===== config.mk =====
export PLATFORM = sky130hd
export DESIGN_NAME = keypad_debounce_encoder
export DESIGN_NICKNAME = d
export VERILOG_FILES = /design/src/rtl/keypad_debounce_encoder.sv
export SDC_FILE = /design/constraint.sdc
export NUM_CORES = 1
export LEC_CHECK = 0
export ABC_AREA = 0
export CORE_ASPECT_RATIO = 0.9
export CORE_MARGIN = 1
export CORE_UTILIZATION = 45
export DETAILED_ROUTE_END_ITERATION = 16
export PLACE_DENSITY = 0.68
export SLEW_MARGIN = 20
export SYNTH_ARGS = -nofsm -noshare
export SYNTH_HDL_FRONTEND = slang
export SYNTH_SLANG_ARGS = --single-unit

===== constraint.sdc =====
create_clock -name clk -period 12.75 [get_ports clk]
set_clock_uncertainty 0.15 [all_clocks]
set_input_delay 2.55 -clock clk [delete_from_list [all_inputs] [get_ports clk]]
set_output_delay 2.55 -clock clk [all_outputs]
set_load 0.05 [all_outputs]

===== src/rtl/keypad_debounce_encoder.sv =====
// Keypad front end: per-key 2-FF synchroniser and counter debounce, followed by a
// single-cycle press strobe with lockout while any other key is held.
module keypad_debounce_encoder #(
    parameter int unsigned DEBOUNCE_CYCLES = 250000,
    parameter bit          ACTIVE_LOW      = 1'b0,
    parameter int unsigned CNT_W           = $clog2(DEBOUNCE_CYCLES)
) (
    input  logic        clk,
    input  logic        rst,
    input  logic        key01,
    input  logic        key02,
    input  logic        key03,
    input  logic        key04,
    input  logic        key05,
    input  logic        key06,
    input  logic        key07,
    input  logic        key08,
    input  logic        key09,
    input  logic        key10,
    input  logic        key11,
    input  logic        key12,
    output logic        key_valid,
    output logic [3:0]  key_value,
    output logic        key_pressed,
    output logic [11:0] key_mask
);

    localparam int unsigned      NUM_KEYS = 12;
    localparam logic [CNT_W-1:0] CNT_MAX  = CNT_W'(DEBOUNCE_CYCLES - 1);

    logic [11:0]      raw;
    logic [11:0]      key_in;
    logic [11:0]      sync1_q;
    logic [11:0]      sync2_q;
    logic [11:0]      deb_q;
    logic [11:0]      deb_d;
    logic [11:0]      deb_prev_q;
    logic [11:0]      rise;
    logic [CNT_W-1:0] cnt_q [NUM_KEYS];
    logic [CNT_W-1:0] cnt_d [NUM_KEYS];
    logic             accept;
    logic [3:0]       code;

    assign raw = {key12, key11, key10, key09, key08, key07,
                  key06, key05, key04, key03, key02, key01};
    assign key_in = ACTIVE_LOW ? ~raw : raw;

    function automatic logic [3:0] encode(input int idx);
        case (idx)
            9:       encode = 4'd10;
            10:      encode = 4'd0;
            11:      encode = 4'd11;
            default: encode = 4'(idx + 1);
        endcase
    endfunction

    always_comb begin
        for (int i = 0; i < NUM_KEYS; i++) begin
            deb_d[i] = deb_q[i];
            cnt_d[i] = cnt_q[i] + CNT_W'(1);
            if (sync2_q[i] == deb_q[i]) begin
                cnt_d[i] = '0;
            end else if (cnt_q[i] == CNT_MAX) begin
                deb_d[i] = sync2_q[i];
                cnt_d[i] = '0;
            end
        end
    end

    // A rising key has deb_prev=0 itself, so "all others were 0" reduces to deb_prev==0.
    always_comb begin
        rise   = deb_q & ~deb_prev_q;
        accept = (rise != '0) && (deb_prev_q == '0);
        code   = '0;
        for (int i = NUM_KEYS - 1; i >= 0; i--) begin
            if (rise[i]) begin
                code = encode(i);
            end
        end
    end

    always_ff @(posedge clk or posedge rst) begin
        if (rst) begin
            sync1_q     <= '0;
            sync2_q     <= '0;
            deb_q       <= '0;
            deb_prev_q  <= '0;
            key_valid   <= 1'b0;
            key_value   <= '0;
            key_pressed <= 1'b0;
            for (int i = 0; i < NUM_KEYS; i++) begin
                cnt_q[i] <= '0;
            end
        end else begin
            sync1_q     <= key_in;
            sync2_q     <= sync1_q;
            deb_q       <= deb_d;
            deb_prev_q  <= deb_q;
            key_valid   <= accept;
            key_pressed <= |deb_d;
            if (accept) begin
                key_value <= code;
            end
            for (int i = 0; i < NUM_KEYS; i++) begin
                cnt_q[i] <= cnt_d[i];
            end
        end
    end

    assign key_mask = deb_q;

endmodule


Yosys cells after proc, flatten, opt, wreduce, memory -nomap -nowiden
Index checks and enable logic that the tools add are counted.
{"block": "totals", "regBits": 270, "in_bits": 14, "elab_cells": 121}
{"block": "classes", "n_addsub": 12, "eq_ne": 24, "n_mux": 60, "n_bitwise": 2, "n_reduce_logical": 4}
{"cell": "$mux 18", "count": 24}
{"cell": "$add 18x1->18 const B", "count": 12}
{"cell": "$eq 18x18->1 const B", "count": 12}
{"cell": "$mux 4", "count": 12}
{"cell": "$mux 1", "count": 24}
{"cell": "$and 12x12->12", "count": 1}
{"cell": "$eq 1x1->1", "count": 12}
{"cell": "$logic_not 12->1", "count": 1}
{"cell": "$not 12->12", "count": 1}
{"cell": "$reduce_bool 12->1", "count": 1}
{"cell": "$reduce_or 12->1", "count": 1}
{"cell": "$logic_and 1x1->1", "count": 1}

Depth between registers and ports, before layout
Gate-level depths: netlist of the first run.
{"block": "logic_depth", "word_depth": 14, "ltp_mapped": 8, "mapped_depth_nobuf": 7}

Worst setup path after synthesis of the first run
OpenSTA, ideal clock, no wires.
{"block": "synth_path", "kind": "reg2out", "startpoint": "reg deb_q[10] (netlist: key_mask[10])", "endpoint": "out key_mask[10]", "t_arrival_ps": 661, "t_required_ps": 10050, "path_slack_ps": 9389, "path_stages_with_launch": 1, "path_cell_list": "dfrtp_1"}
{"element": "start, declared", "line": "35", "rtl": "logic [11:0] deb_q;"}
{"element": "start signal, assigned", "line": "86", "rtl": "deb_q <= '0;"}
{"element": "start signal, assigned", "line": "97", "rtl": "deb_q <= deb_d;"}
{"element": "end, declared", "line": "25", "rtl": "output logic [11:0] key_mask"}
No word-level cell between the ends.

==> results of run 1 <==
-- power groups by stage --
stage / Sequential, W / Combinational [W] / Clock [W]
after floorplan: 0.000894 / 0.0000416 / 0
final: 0.000880 / 0.0000503 / 0.000839
after global routing: 0.000882 / 0.0000599 / 0.000895
after CTS: 0.000880 / 0.0000526 / 0.000862
after global placement: 0.000895 / 0.0000518 / 0
after detailed placement: 0.000896 / 0.0000524 / 0
-- cell families (layout without fill, tap and decap cells) --
family,count (synthesis),after routing,share of synthesized area (%)
flip-flops,270,270,55.4
buffers and inverters,46,104,2.11
adder cells (fa/ha/maj),12,12,1.23
AND/OR/NAND/NOR,614,614,24.7
multiplexers,13,13,1.20
XOR/XNOR,203,203,14.6
AO/OA/AOI/OAI,13,13,0.820
-- path summary, 6_finish.rpt --
| path | start | endpoint | cells past startpoint |
|---|---|---|---|
| worst max-delay path | rst | cnt_q[9]$_DFF_PP0_ | 4 |
| worst min-delay path | sync1_q[2]$_DFF_PP0_ | sync2_q[2]$_DFF_PP0_ | 0 |
| worst max register to register | cnt_q[18]$_DFF_PP0_ | key_pressed$_DFF_PP0_ | 7 |
| worst min register to register | sync1_q[2]$_DFF_PP0_ | sync2_q[2]$_DFF_PP0_ | 0 |
| max in group clk | key_mask[5]$_DFF_PP0_ | key_mask[5] | 1 |
| min in group asynchronous | rst | key_mask[0]$_DFF_PP0_ | 2 |
-- flip-flops by register name, indices dropped and copies added (netlist names) --
register,count
cnt_q,216
sync1_q,12
key_mask,12
sync2_q,12
key_pressed,1
key_valid,1
key_value,4
deb_prev_q,12
-- metrics by stage --
| stage | total power (W) | hold slack, ns | area (um2) | setup slack [ns] |
|---|---|---|---|---|
| 2_1_floorplan | 0.000935 | 0.181 | 12200 | 2.61 |
| 3_3_place_gp | 0.000947 | 0.182 | 12800 | 6.97 |
| 3_5_place_dp | 0.000948 | 0.185 | 12800 | 6.97 |
| 4_1_cts | 0.00180 | 0.198 | 13700 | 7.53 |
| 5_1_grt | 0.00184 | 0.200 | 13700 | 7.20 |
| 6_report | 0.00177 | 0.197 | 13700 | 7.71 |
-- layer usage --
layer | wire length, um | up-vias | share of wire [%]
li1 | - | 3995 | -
met1 | 10800 | 3925 | 50
met2 | 9960 | 80 | 45
met3 | 728 | 27 | 3.3
met4 | 363 | 0 | 1.7
met5 | 0 | - | 0
-- final cells by class --
cell class	count	area [um2]	area share, %
Clock buffer	40	807	5.87
Clock inverter	8	140	1.02
Inverter	23	93.8	0.683
Multi-Input combinational cell	855	5190	37.8
Sequential cell	270	6760	49.1
Tap cell	348	435	3.17
Timing Repair Buffer	33	325	2.37
-- placed cells by master, fill, tap and decap left out, types with 3 or more instances in the layout --
cell / count
nand2b_1: 16
inv_1: 22
nor4b_1: 10
ha_1: 12
nor2b_1: 4
clkbuf_16: 29
clkdlybuf4s50_1: 31
and3_1: 33
nand3_1: 74
or2_2: 5
clkinv_2: 4
nor3_1: 20
nor2_1: 257
mux2_2: 13
and4_1: 10
nor4_2: 5
nor4_1: 21
or4b_1: 3
clkbuf_1: 7
nand3b_1: 3
bufinv_16: 4
nand4_1: 47
xor2_1: 119
nand2_1: 81
clkbuf_8: 4
xnor2_1: 84
and2_1: 10
dfrtp_1: 270
-- worst max-delay path, cell delays in order --
cell and delay, ns:
clkdlybuf4s50_1 0.49, inv_8 0.60, buf_4 0.79, buf_4 0.84
==> summary by stage, run 1 <==
Global route
After global routing the overflow that remains totals 0. The global-route usage over all layers is 16.5%. Global routing consumed, on the met1 layer, 23.6% of the routing resources. The first global-routing pass estimated 37700 um of wire. The met2 track utilization from global routing is 25.6%. met2 is the most crowded layer. The via count of the first global-routing pass was 7849. Entering global routing, the biggest net connects 127 pins. For met3 alone, demand over resource in global routing was 3.05%.

The initial antenna violation count is 0.

Setup path
STA classifies the critical path endpoint as an asynchronous set/reset pin. The data required time at the worst endpoint is 13.13 ns. The arrival time at the worst endpoint is 5.42 ns. Of all nets on the critical path, the largest fanout is 126. STA classifies the critical path startpoint as a primary input. In this run the register-to-register setup slack is 9.75 ns. The critical path is of the in -> async type.

Floorplan
The core outline area is 0.0263 mm2. The number of core rows is 56. From bottom edge to top edge, the die measures 158 um.

In this run the horizontal extent of the chip is 176 um. Once the floorplan was initialized, standard cells occupied 46.3% of the core. The area enclosed by the die boundary is 0.0278 mm2.

For this design the top-level I/O count stands at 32.

STA
The final hold violation count is 0. Setup violations remaining at the end of the flow were counted as 0. Summed over all failing endpoints, the final setup total negative slack is 0 ns. The transition time at the pin with the least slew margin is 0.937 ns. In this run the tightest slew margin relative to its limit is 37.6%.

After layout, the worst path uses 39.5% of the clock period. The number of pins exceeding their max-slew limit in the final report is 0. Based on the critical path, the design can be clocked at up to 198 MHz. The clock period could shrink to 5.04 ns. Setup repair after global routing left no endpoint under its margin.

Synthesis
Summing every instance area after synthesis gives 0.0122 mm2. The count of yosys warnings during synthesis is 0. By area the synthesized netlist is led by dfrtp_1, xor2_1, nor2_1. Counting distinct cell types in the post-synthesis netlist gives 50. The commonest cells after synthesis are dfrtp_1, nor2_1, xor2_1. The number of enable-type register cells in the synthesized netlist is 0. Synthesis produced a netlist whose cell count is 1171. The number of flip-flops and latches in the synthesized netlist is 270. Among all flip-flop cells after synthesis, the most frequent one is dfrtp_1. Counting flops with an async set or reset pin after synthesis yields a share of 100%. Summed over its instances, the top area cell type makes up 55.4% of the synthesized netlist area.

The mean area per synthesized cell is 10.4 um2. The most frequent cell after synthesis is dfrtp_1. The largest area contributor in the synthesized netlist is dfrtp_1. The net count after synthesis is 1197. Sequential elements use 55.4% of the synthesized area.

Power and ir drop
The static leakage power is 6.02 nW. The worst IR drop on VDD is 0.0918 mV. In this run switching power makes up 20.8% of total power.

The power density over the cells is 129 mW/mm2. Of the total power, the clock network draws 47.4%. The internal power is 0.00140 W. The combinational power share is 2.8%. The net load switching power is 0.000368 W. Per report_power, the sequential group accounts for 49.7% of the total.

Finish
Of the cells placed in the final design, the portion with a size suffix greater than 1 is 5.94%. The final layout net count is 1237. The number of standard cells in the final layout excluding fillers is 1577. The number of filler cells placed in the layout is 2361. The count of antenna diodes in the layout is 0. The final core utilization is 52.2%. Relative to the synthesized area, the layout overhead comes to 12.6%.

Min path
The type of the tightest min-delay check is reg -> reg.

Routing
The pre-antenna-repair detailed-routing pass consisted of 4 iterations. The routed layout has 8027 vias. The number of DRC violations after detailed routing is 0. The final wirelength is 21900 um.

For this block, the initial DRC count from the detailed router was 349. The detailed-route wire length per cell is 13.9 um. After detailed routing, the number of vias per cell comes to 5.09. Once detail routing completed, the nets flagged for antenna violations numbered 0.

Clock tree
The number of CTS-inserted buffers is 28. The clock passes through at most 3 buffers. The number of gates given a new drive strength after cts is 0.

The number of hold buffers added after CTS was 0. The later-pin clock latency in the skew report is 0.54 ns. The CTS clock-pin slew for the worst setup and hold paths is 0.06 ns. The cell sitting at the root of the clock tree is a clkbuf_16. The clock net sink count is 270. In this run the number of H-tree levels came out at 1. Post-CTS timing repair inserted 0 buffers for setup. TritonCTS built the clock tree.

Run status
The run finished with clean final reports.

Placed design
The count of port buffers added during placement is 31. Summed over all nets, the half-perimeter wirelength after detailed placement is 14600 um. At the end of routability-driven placement, the weighted congestion stood at 0.813. After detailed placement, the design holds a cell count of 1529.

Run
The tool flagged a number of max-cap violations equal to 0.
Note: power is estimated with default switching activity, not from simulation.
==> inputs of run 2 (changes only) <==
- clock period: 12.75 -> 5.1 ns (I/O delays scaled with it)
==> run 2 against run 1 <==
Against the previous run:
- design area rose by 0.74%
- register-to-register slack got worse by 7.3 ns
- critical path depth fell by 3
- sequential share of layout area fell by 0.36 points
- final cell count rose by 0.19%
- critical endpoint is now key_mask[10]
- sequential power rose to 2.5 times the previous value
- worst setup slack got worse by 5.6 ns
- non-clock buffer count did not move
- largest power group is now clock
- global-route usage fell by 0.059 points
- first-iteration DRC count rose by 20%
==> summary by stage, run 2 (synthesis results as in run 1) <==
Setup path
Of all nets on the critical path, the largest fanout is 6. The kind of launch point of the worst setup path is a flip-flop. The kind of capture point of the worst setup path is an output pin. The critical path goes through clkdlybuf4s50_1. The worst flop-to-flop path startpoint is cnt_q[18]$_DFF_PP0_. Data arrives at the worst endpoint at 1.86 ns. Broken down by cell family, the worst path's largest delay share belongs to buffers and inverters. The endpoint of the lowest-slack register-to-register path is key_pressed$_DFF_PP0_. The number of cells on the critical path is 1. At the worst endpoint, the required time is 3.93 ns.

The setup check on the worst reg-to-reg path leaves a slack of 2.46 ns. In this run the worst setup path begins at key_mask[10]$_DFF_PP0_. The delay of the slowest cell on the worst path is 0.88 ns. The capture point of the worst path is key_mask[10]. The number of buffer and inverter instances along the worst setup path is 1. The worst setup path is of the reg -> out kind.

For this design, the slowest cell found on the critical path is clkdlybuf4s50_1. The cell count of the worst reg-to-reg path is 7.

Global route
Entering global routing, the biggest net connects 152 pins. The via count of the first global-routing pass came to 7751. For this run, the total global-route usage over all layers was measured as 16.4%. The overall overflow remaining after global route is 0.

The first global-routing pass estimated 37700 um of wire. The initial antenna violation count is 0.

Power and ir drop
Dividing total power by cell area gives a power density of 328 mW/mm2. The worst IR drop on VDD is 0.279 mV. In this run the static leakage power is 6.06 nW.

Floorplan
The floorplan die height is 158 um. The initial utilization of the core area, before any placement, comes to 46.3%. From left edge to right edge, the die measures 176 um. The number of ports placed on the die boundary is 32.

The area enclosed by the die boundary is 0.0278 mm2. The core outline area is 0.0263 mm2. The number of core rows is 56.

Placed design
The congestion estimate from routability-driven global placement came to 0.795. The post-detailed-placement half-perimeter wirelength is 14200 um. Buffers placed on the I/O ports in this run total 31. The setup slack at placement is 2.49 ns.

Routing
After detailed routing, the average wire length per cell comes to 13.7 um. In the routed design, unresolved DRC markers number 0. After detailed routing, the total wire length is 21600 um. The first detailed-routing pass took 4 iterations. The residual antenna-violating net count after detailed routing is 0. In the routed layout, each cell is associated on average with a via count of 5.03. For this block, the initial DRC count from the detailed router was 418. Summing over every cut layer, the via total after detailed routing is 7954.

STA
Across all setup checks in the final design, the least slack found is 2.07 ns. The routed design could run at a clock period as short as 3.03 ns. In this run the tightest slew margin relative to its limit is 43.6%. Derived from the worst setup path, the maximum achievable clock frequency is 330 MHz. Adding up every negative setup slack in the final design gives 0 ns. Setup repair after global routing left no endpoint under its margin. After layout, the worst path uses 59.4% of the clock period.

Setup violations remaining at the end of the flow were counted as 0. The final hold violation count is 0. The number of pins exceeding their max-slew limit in the final report is 0. At the pin with the least slew margin, the transition time is 0.846 ns.

Clock tree
Post-CTS timing repair inserted 0 buffers for setup. The number of CTS-inserted buffers is 28. The clock net sink count is 270. Buffers inserted to repair hold after CTS numbered 0.

No sink is reached through more buffers than the 3 on the longest clock path. Clock-pin slew was measured on the worst setup and hold paths at 0.06 ns. The CTS tree is done. Clock tree synthesis selected as its root buffer the cell clkbuf_16. The later-pin clock latency in the skew report is 0.54 ns. Post-CTS repair changed the size of 0 cells.

In this run the number of H-tree levels came out at 1.

Run
Max-cap violations in this run came to 0.

Finish
The most common cell after layout, fill and taps aside is dfrtp_1. Cells with a size suffix above 1 make up 6.33% of the layout. The register containing the most flip-flops in the final layout is cnt_q. The relative area change from synthesis to final layout is 13.5%. Leaving out fill and tap cells, the most frequent cells in the layout are dfrtp_1, nor2_1, xor2_1. The count of antenna diodes in the layout is 0.

After filler insertion, the fill cell instance count of the layout stands at 2315. The flip-flop count of the largest register, all copies and words added is 216. For this run, the post-layout net count is 1237.

Min path
The type of the tightest min-delay check is reg -> reg.

Run status
The run finished with clean final reports.
run 2: cell types whose count changed in the layout (fill, tap and decap cells not counted), moves of 2 or more:
cell	delta
clkbuf_1	-2
clkbuf_8	+4
buf_12	+2
clkinvlp_4	+2
buf_4	-2
run 2: layout make-up:
type                    instances  area [um2]  share of cell area, %
clock buffers                  42         855                   6.17
clock inverters                 9         173                   1.25
inverters                      23        90.1                  0.650
multi-input cells             855        5190                   37.5
flip-flops and latches        270        6760                   48.8
well taps                     348         435                   3.14
repair buffers                 33         350                   2.53
run 2: how the worst min path moves through the flow:
stage,start,to,slack (ns),cells past startpoint
2_1_floorplan,sync1_q[0]$_DFF_PP0_,sync2_q[0]$_DFF_PP0_,0.18,0
3_3_place_gp,sync1_q[11]$_DFF_PP0_,sync2_q[11]$_DFF_PP0_,0.18,0
3_5_place_dp,sync1_q[2]$_DFF_PP0_,sync2_q[2]$_DFF_PP0_,0.18,0
4_1_cts,sync1_q[2]$_DFF_PP0_,sync2_q[2]$_DFF_PP0_,0.20,0
5_1_grt,sync1_q[11]$_DFF_PP0_,sync2_q[11]$_DFF_PP0_,0.20,0
6_report,sync1_q[2]$_DFF_PP0_,sync2_q[2]$_DFF_PP0_,0.20,0
run 2: metrics by stage:
stage	hold WS (ns)	cells	instance area [um2]	power [W]	util (%)
after floorplan	0.181	1171	12200	0.00234	-
after global routing	0.203	1580	13900	0.00472	52.6
final	0.197	1580	13900	0.00455	52.6
after detailed placement	0.185	1529	12800	0.00237	48.7
after global placement	0.181	1529	12800	0.00237	48.7
after CTS	0.199	1580	13900	0.00462	52.6
run 2: per-layer routing:
layer	track usage [%]	vias up	routed length, um	part of all wire (%)
met5	0	-	0	0
met4	3.56	0	340	1.6
met3	3.53	26	1060	4.9
met2	24.7	85	9350	43
met1	24.3	3849	10800	50
li1	-	3994	-	-
run 2: power by group:
| part | leakage, nW | switching, W | internal (W) |
|---|---|---|---|
| sequential | 3.69 | 0.0000245 | 0.00218 |
| clock | 0.503 | 0.000817 | 0.00140 |
| combinational | 1.87 | 0.0000893 | 0.0000392 |
==> RTL edit 1: new RTL, settings of run 1 <==
The output `key_pressed` loses its register stage (`key_pressed` becomes a continuous assignment).
--- a/src/rtl/keypad_debounce_encoder.sv
+++ b/src/rtl/keypad_debounce_encoder.sv
@@ -89,3 +89,2 @@
             key_value   <= '0;
-            key_pressed <= 1'b0;
             for (int i = 0; i < NUM_KEYS; i++) begin
@@ -99,3 +98,2 @@
             key_valid   <= accept;
-            key_pressed <= |deb_d;
             if (accept) begin
@@ -109,2 +107,4 @@
 
+    assign key_pressed = |deb_d;
+
     assign key_mask = deb_q;
Formal check against the unedited RTL: no difference found for any inputs over 10 cycles, from zero or initial values and one cycle with rst high; that may be too few to reach the edited logic, so the function may still have changed.
==> RTL edit 1 against run 1 <==
Synthesized cell count about the same. Synthesized area down 0.21%. Setup slack worse by 1300 ps. Critical path type is now reg -> out. Register-to-register slack better by 700 ps. Maximum frequency down 21%. Power up 6.1%. Combinational power up 1%. Routed wire length down 1.9%. Design area up 0.93%. Sequential cell count down 1. Critical path depth up 4. Final cell count up 0.19%. First-iteration DRC count up 34%.
==> RTL edit 1: results (changes against run 1) <==
metric,value,unit,change
vias per std cell,5.02,,-1.5%
dpl cells,1528,,-0.065%
Avg WL per Cell,13.6,µm,-2.0%
largest net degree at the start of global routing,142,,+12%
CP Data Arrival Time,3670,ps,-1750 ps
launch point of the worst reg-to-reg path,cnt_q[157],,
hold path start,sync1_q[5],,
Slew @ Worst Pin,943,ps,+5.86 ps
vias in the first global route,7908,,+0.75%
Num CTS Buffers,29,,+3.6%
Placed Area,12800,µm²,-0.20%
WL final,21.5,mm,-1.9%
FF-to-FF setup slack,10450,ps,+700 ps
Leak,6.09,nW,+1.0%
PostCTS Resize Cnt,0,,unchanged
"Seq/Total Area, Yosys",55.3,%,-0.092 points
hold_ws,198,ps,+1.25 ps
first-pass GRT wire length,37.9,mm,+0.31%
Detail Placement HPWL,14.1,mm,-3.8%
status,"complete, no violations",,
register area,6730,µm²,-0.37%
Synth top area share,55.3,%,-0.092 points
Min-Delay Endpoint,sync2_q[5],,
RR Endpoint,cnt_q[152],,
R2R depth,5,,-2
"top cells by area, synth","dfrtp_1, xor2_1, nor2_1",,
GRT Total Usage,16.5,%,-0.042 points
Setup Crit Path Kind,reg -> out,,
starting DRC count in detailed routing,469,,+34%
gate count of the mapped netlist,1170,,-0.085%
Post-synth top cells,"dfrtp_1, nor2_1, xor2_1",,
worst skew pair latency,540,ps,about the same
share of cells above drive strength 1,6.57,%,+0.63 points
pre-CTS WS,6960,ps,-2.11 ps
## RTL edit 1: changes by cell type after synthesis, sizes merged
| cell | change |
|---|---|
| dfrtp | -1 |
## RTL edit 1: final cells by class
type / instances / area share, %
Clock buffer: 38 / 5.91
Sequential cell: 269 / 48.5
Timing Repair Buffer: 33 / 2.34
Clock inverter: 14 / 2.02
Inverter: 23 / 0.676
Tap cell: 348 / 3.14
Multi-Input combinational cell: 855 / 37.4
## RTL edit 1: how the worst max path moves through the flow
stage	start	end	slack [ps]	cells after the start
after floorplan	rst	cnt_q[0]	2640	1
after global placement	cnt_q[18]	key_pressed	7020	8
after detailed placement	cnt_q[18]	key_pressed	6960	8
after CTS	cnt_q[18]	key_pressed	6370	8
after global routing	cnt_q[18]	key_pressed	6200	8
final	cnt_q[18]	key_pressed	6380	8
## RTL edit 1: report_power, final
group          switching [mW]  leakage (nW)  internal, mW  total, mW
clock network           0.338         0.543         0.612      0.950
logic                  0.0358          1.87        0.0150     0.0509
registers              0.0102          3.67         0.867      0.877
total                   0.384          6.09          1.49       1.88
## RTL edit 1: worst max-delay path, stage by stage (launching register included)
cell	delay [ps]
dfrtp_1	410
ha_1	210
and3_1	220
nand3_1	100
nor3_1	260
mux2_2	380
nor4_1	630
nand3_1	150
clkdlybuf4s50_1	780
## RTL edit 1: routing by layer
layer  track usage, %  wire [µm]  up-vias
met4             4.02        411        0
li1                 -          -     4009
met5                0          0        -
met1             23.9      11000     3807
met3             3.22        889       28
met2             25.4       9220       80
## RTL edit 1: kinds of logic after synthesis
group	share of synthesized area, %
buffers and inverters	2.12
AO/OA/AOI/OAI	0.822
adder cells (fa/ha/maj)	1.23
multiplexers	1.20
AND/OR/NAND/NOR	24.8
XOR/XNOR	14.6
flip-flops	55.3
==> RTL edit 2: new RTL, config.mk and constraints of run 1 <==
Made on the original files. The parameter `DEBOUNCE_CYCLES` goes from 250000 to 125000.
--- a/src/rtl/keypad_debounce_encoder.sv
+++ b/src/rtl/keypad_debounce_encoder.sv
@@ -3,3 +3,3 @@
 module keypad_debounce_encoder #(
-    parameter int unsigned DEBOUNCE_CYCLES = 250000,
+    parameter int unsigned DEBOUNCE_CYCLES = 125000,
     parameter bit          ACTIVE_LOW      = 1'b0,
Formal check against the unedited RTL: same outputs for any inputs over 10 cycles, from zero or initial values and one cycle with rst high; that may be too few to reach the edited logic, so the function may still have changed.
==> RTL edit 2 against run 1 <==
Count of clock-buffer cells in the layout decreased by 1. Maximum frequency up 11%. Largest power group is now the clock network. Power is 0.30% lower. Routed wire length fell by 3.9%. Global-route usage up 0.67 points. Synthesized area is 6.4% lower. Synthesized cell count shrank 6.3%. First-iteration DRC count is 24% higher. Design area shrank 4.4%. Setup slack better by 490 ps. Sequential cell count shrank 12.
==> RTL edit 2: results (changes against run 1) <==
metric,value,unit,change
status,"complete, no violations",,
Nets,1171,,-5.3%
metal1 wirelength,10.4,mm,-4.3%
"Seq/Total Area, Yosys",56.5,%,+1.1 points
GRT Total Usage,17.2,%,+0.67 points
CP Data Arrival Time,5030,ps,-390 ps
vias in the first global route,7535,,-4.0%
FF-to-FF setup slack,10080,ps,+330 ps
Post-CTS Setup Inserts,0,,unchanged
Syn Area/Cell,10.4,µm²,about the same
maximum vdd ir drop,0.0812,mV,-12%
DR WL met3,611,µm,-16%
via count,7607,,-5.2%
Detail Placement HPWL,13.9,mm,-5.2%
post-synth cell types,38,,-24%
Leak,5.77,nW,-4.3%
vias per std cell,5.06,,-0.57%
dpl cells,1451,,-5.1%
starting DRC count in detailed routing,432,,+24%
WL final,21.0,mm,-3.9%
IO buf count,31,,unchanged
RePlAce Congestion,0.789,,-2.9%
CTS root buffer,clkbuf_16,,
number of flip-flops in the largest register,204,,-5.6%
Filler cells,2197,,-6.9%
wire length on met2,9.47,mm,-4.8%
first-pass GRT wire length,37.0,mm,-2.0%
Syn Nets,1123,,-6.2%
Slew headroom,39.4,%,+1.8 points
Post-synth ARST share,100,%,unchanged
"top cells by area, synth","dfrtp_1, xor2_1, nor2_1",,
largest net degree at the start of global routing,133,,+4.7%
Post-synth top cells,"dfrtp_1, nor2_1, nand3_1",,
crit-path max FO,132,,+4.8%
share of cells above drive strength 1,6.68,%,+0.74 points
DR pass1 iterations,5,,+1
RTL edit 2: cell count changes in the layout (fill, tap and decap cells not counted), moves of 9 or more:
cell | before | now
nand2_1 | 81 | 60
dfrtp_1 | 270 | 258
nand3_1 | 74 | 126
and4_1 | 10 | 1
nand4_1 | 47 | 16
nor2_1 | 257 | 232
RTL edit 2: kinds of logic (layout without fill, tap and decap cells):
kind of cell,after synthesis,count (layout),synth area share (%)
compound gates,18,18,0.942
xor+xnor,189,189,14.5
fa+ha+maj,12,12,1.31
buf+inv,33,103,1.11
flops,258,258,56.5
mux,13,13,1.31
simple gates,574,574,24.3
RTL edit 2: layer usage:
metal / track usage, % / vias to the layer above
met1: 25.0 / 3712
met2: 26.4 / 87
li1: - / 3778
met3: 2.69 / 30
met5: 0 / -
met4: 5.28 / 0
RTL edit 2: worst paths after layout:
| check | start | end | cells past startpoint |
|---|---|---|---|
| worst max-delay path | rst | cnt_q[69] | 4 |
| worst min-delay path | sync1_q[1] | sync2_q[1] | 0 |
| worst max register to register | cnt_q[24] | key_pressed | 6 |
| worst min register to register | sync1_q[1] | sync2_q[1] | 0 |
| max in group clk | key_mask[8] | key_mask[8] | 1 |
| min in group asynchronous | rst | cnt_q[136] | 2 |
RTL edit 2: through the flow:
stage | setup slack, ps | hold WS, ps | cell area [µm²]
2_1_floorplan | 2950 | 181 | 11400
3_3_place_gp | 7200 | 183 | 12100
3_5_place_dp | 7160 | 186 | 12100
6_report | 8200 | 196 | 13100
4_1_cts | 7730 | 200 | 13100
5_1_grt | 7730 | 205 | 13100
RTL edit 2: cell type report:
type / count / area share (%)
Sequential cell: 258 / 49.1
Clock buffer: 39 / 6.26
Tap cell: 336 / 3.20
Timing Repair Buffer: 33 / 2.50
Clock inverter: 13 / 1.49
Inverter: 18 / 0.571
Multi-Input combinational cell: 806 / 36.9
RTL edit 2: worst max-delay path, cell delays in order:
cell and delay (ps):
clkdlybuf4s50_1 490, inv_8 640, buf_6 670, buf_4 590
RTL edit 2: report_power, final:
group	internal (mW)	leakage (nW)	switching [mW]	total [mW]
sequential	0.832	3.52	0.00995	0.842
clock	0.551	0.504	0.323	0.874
combinational	0.0148	1.74	0.0337	0.0485
total	1.40	5.77	0.367	1.76
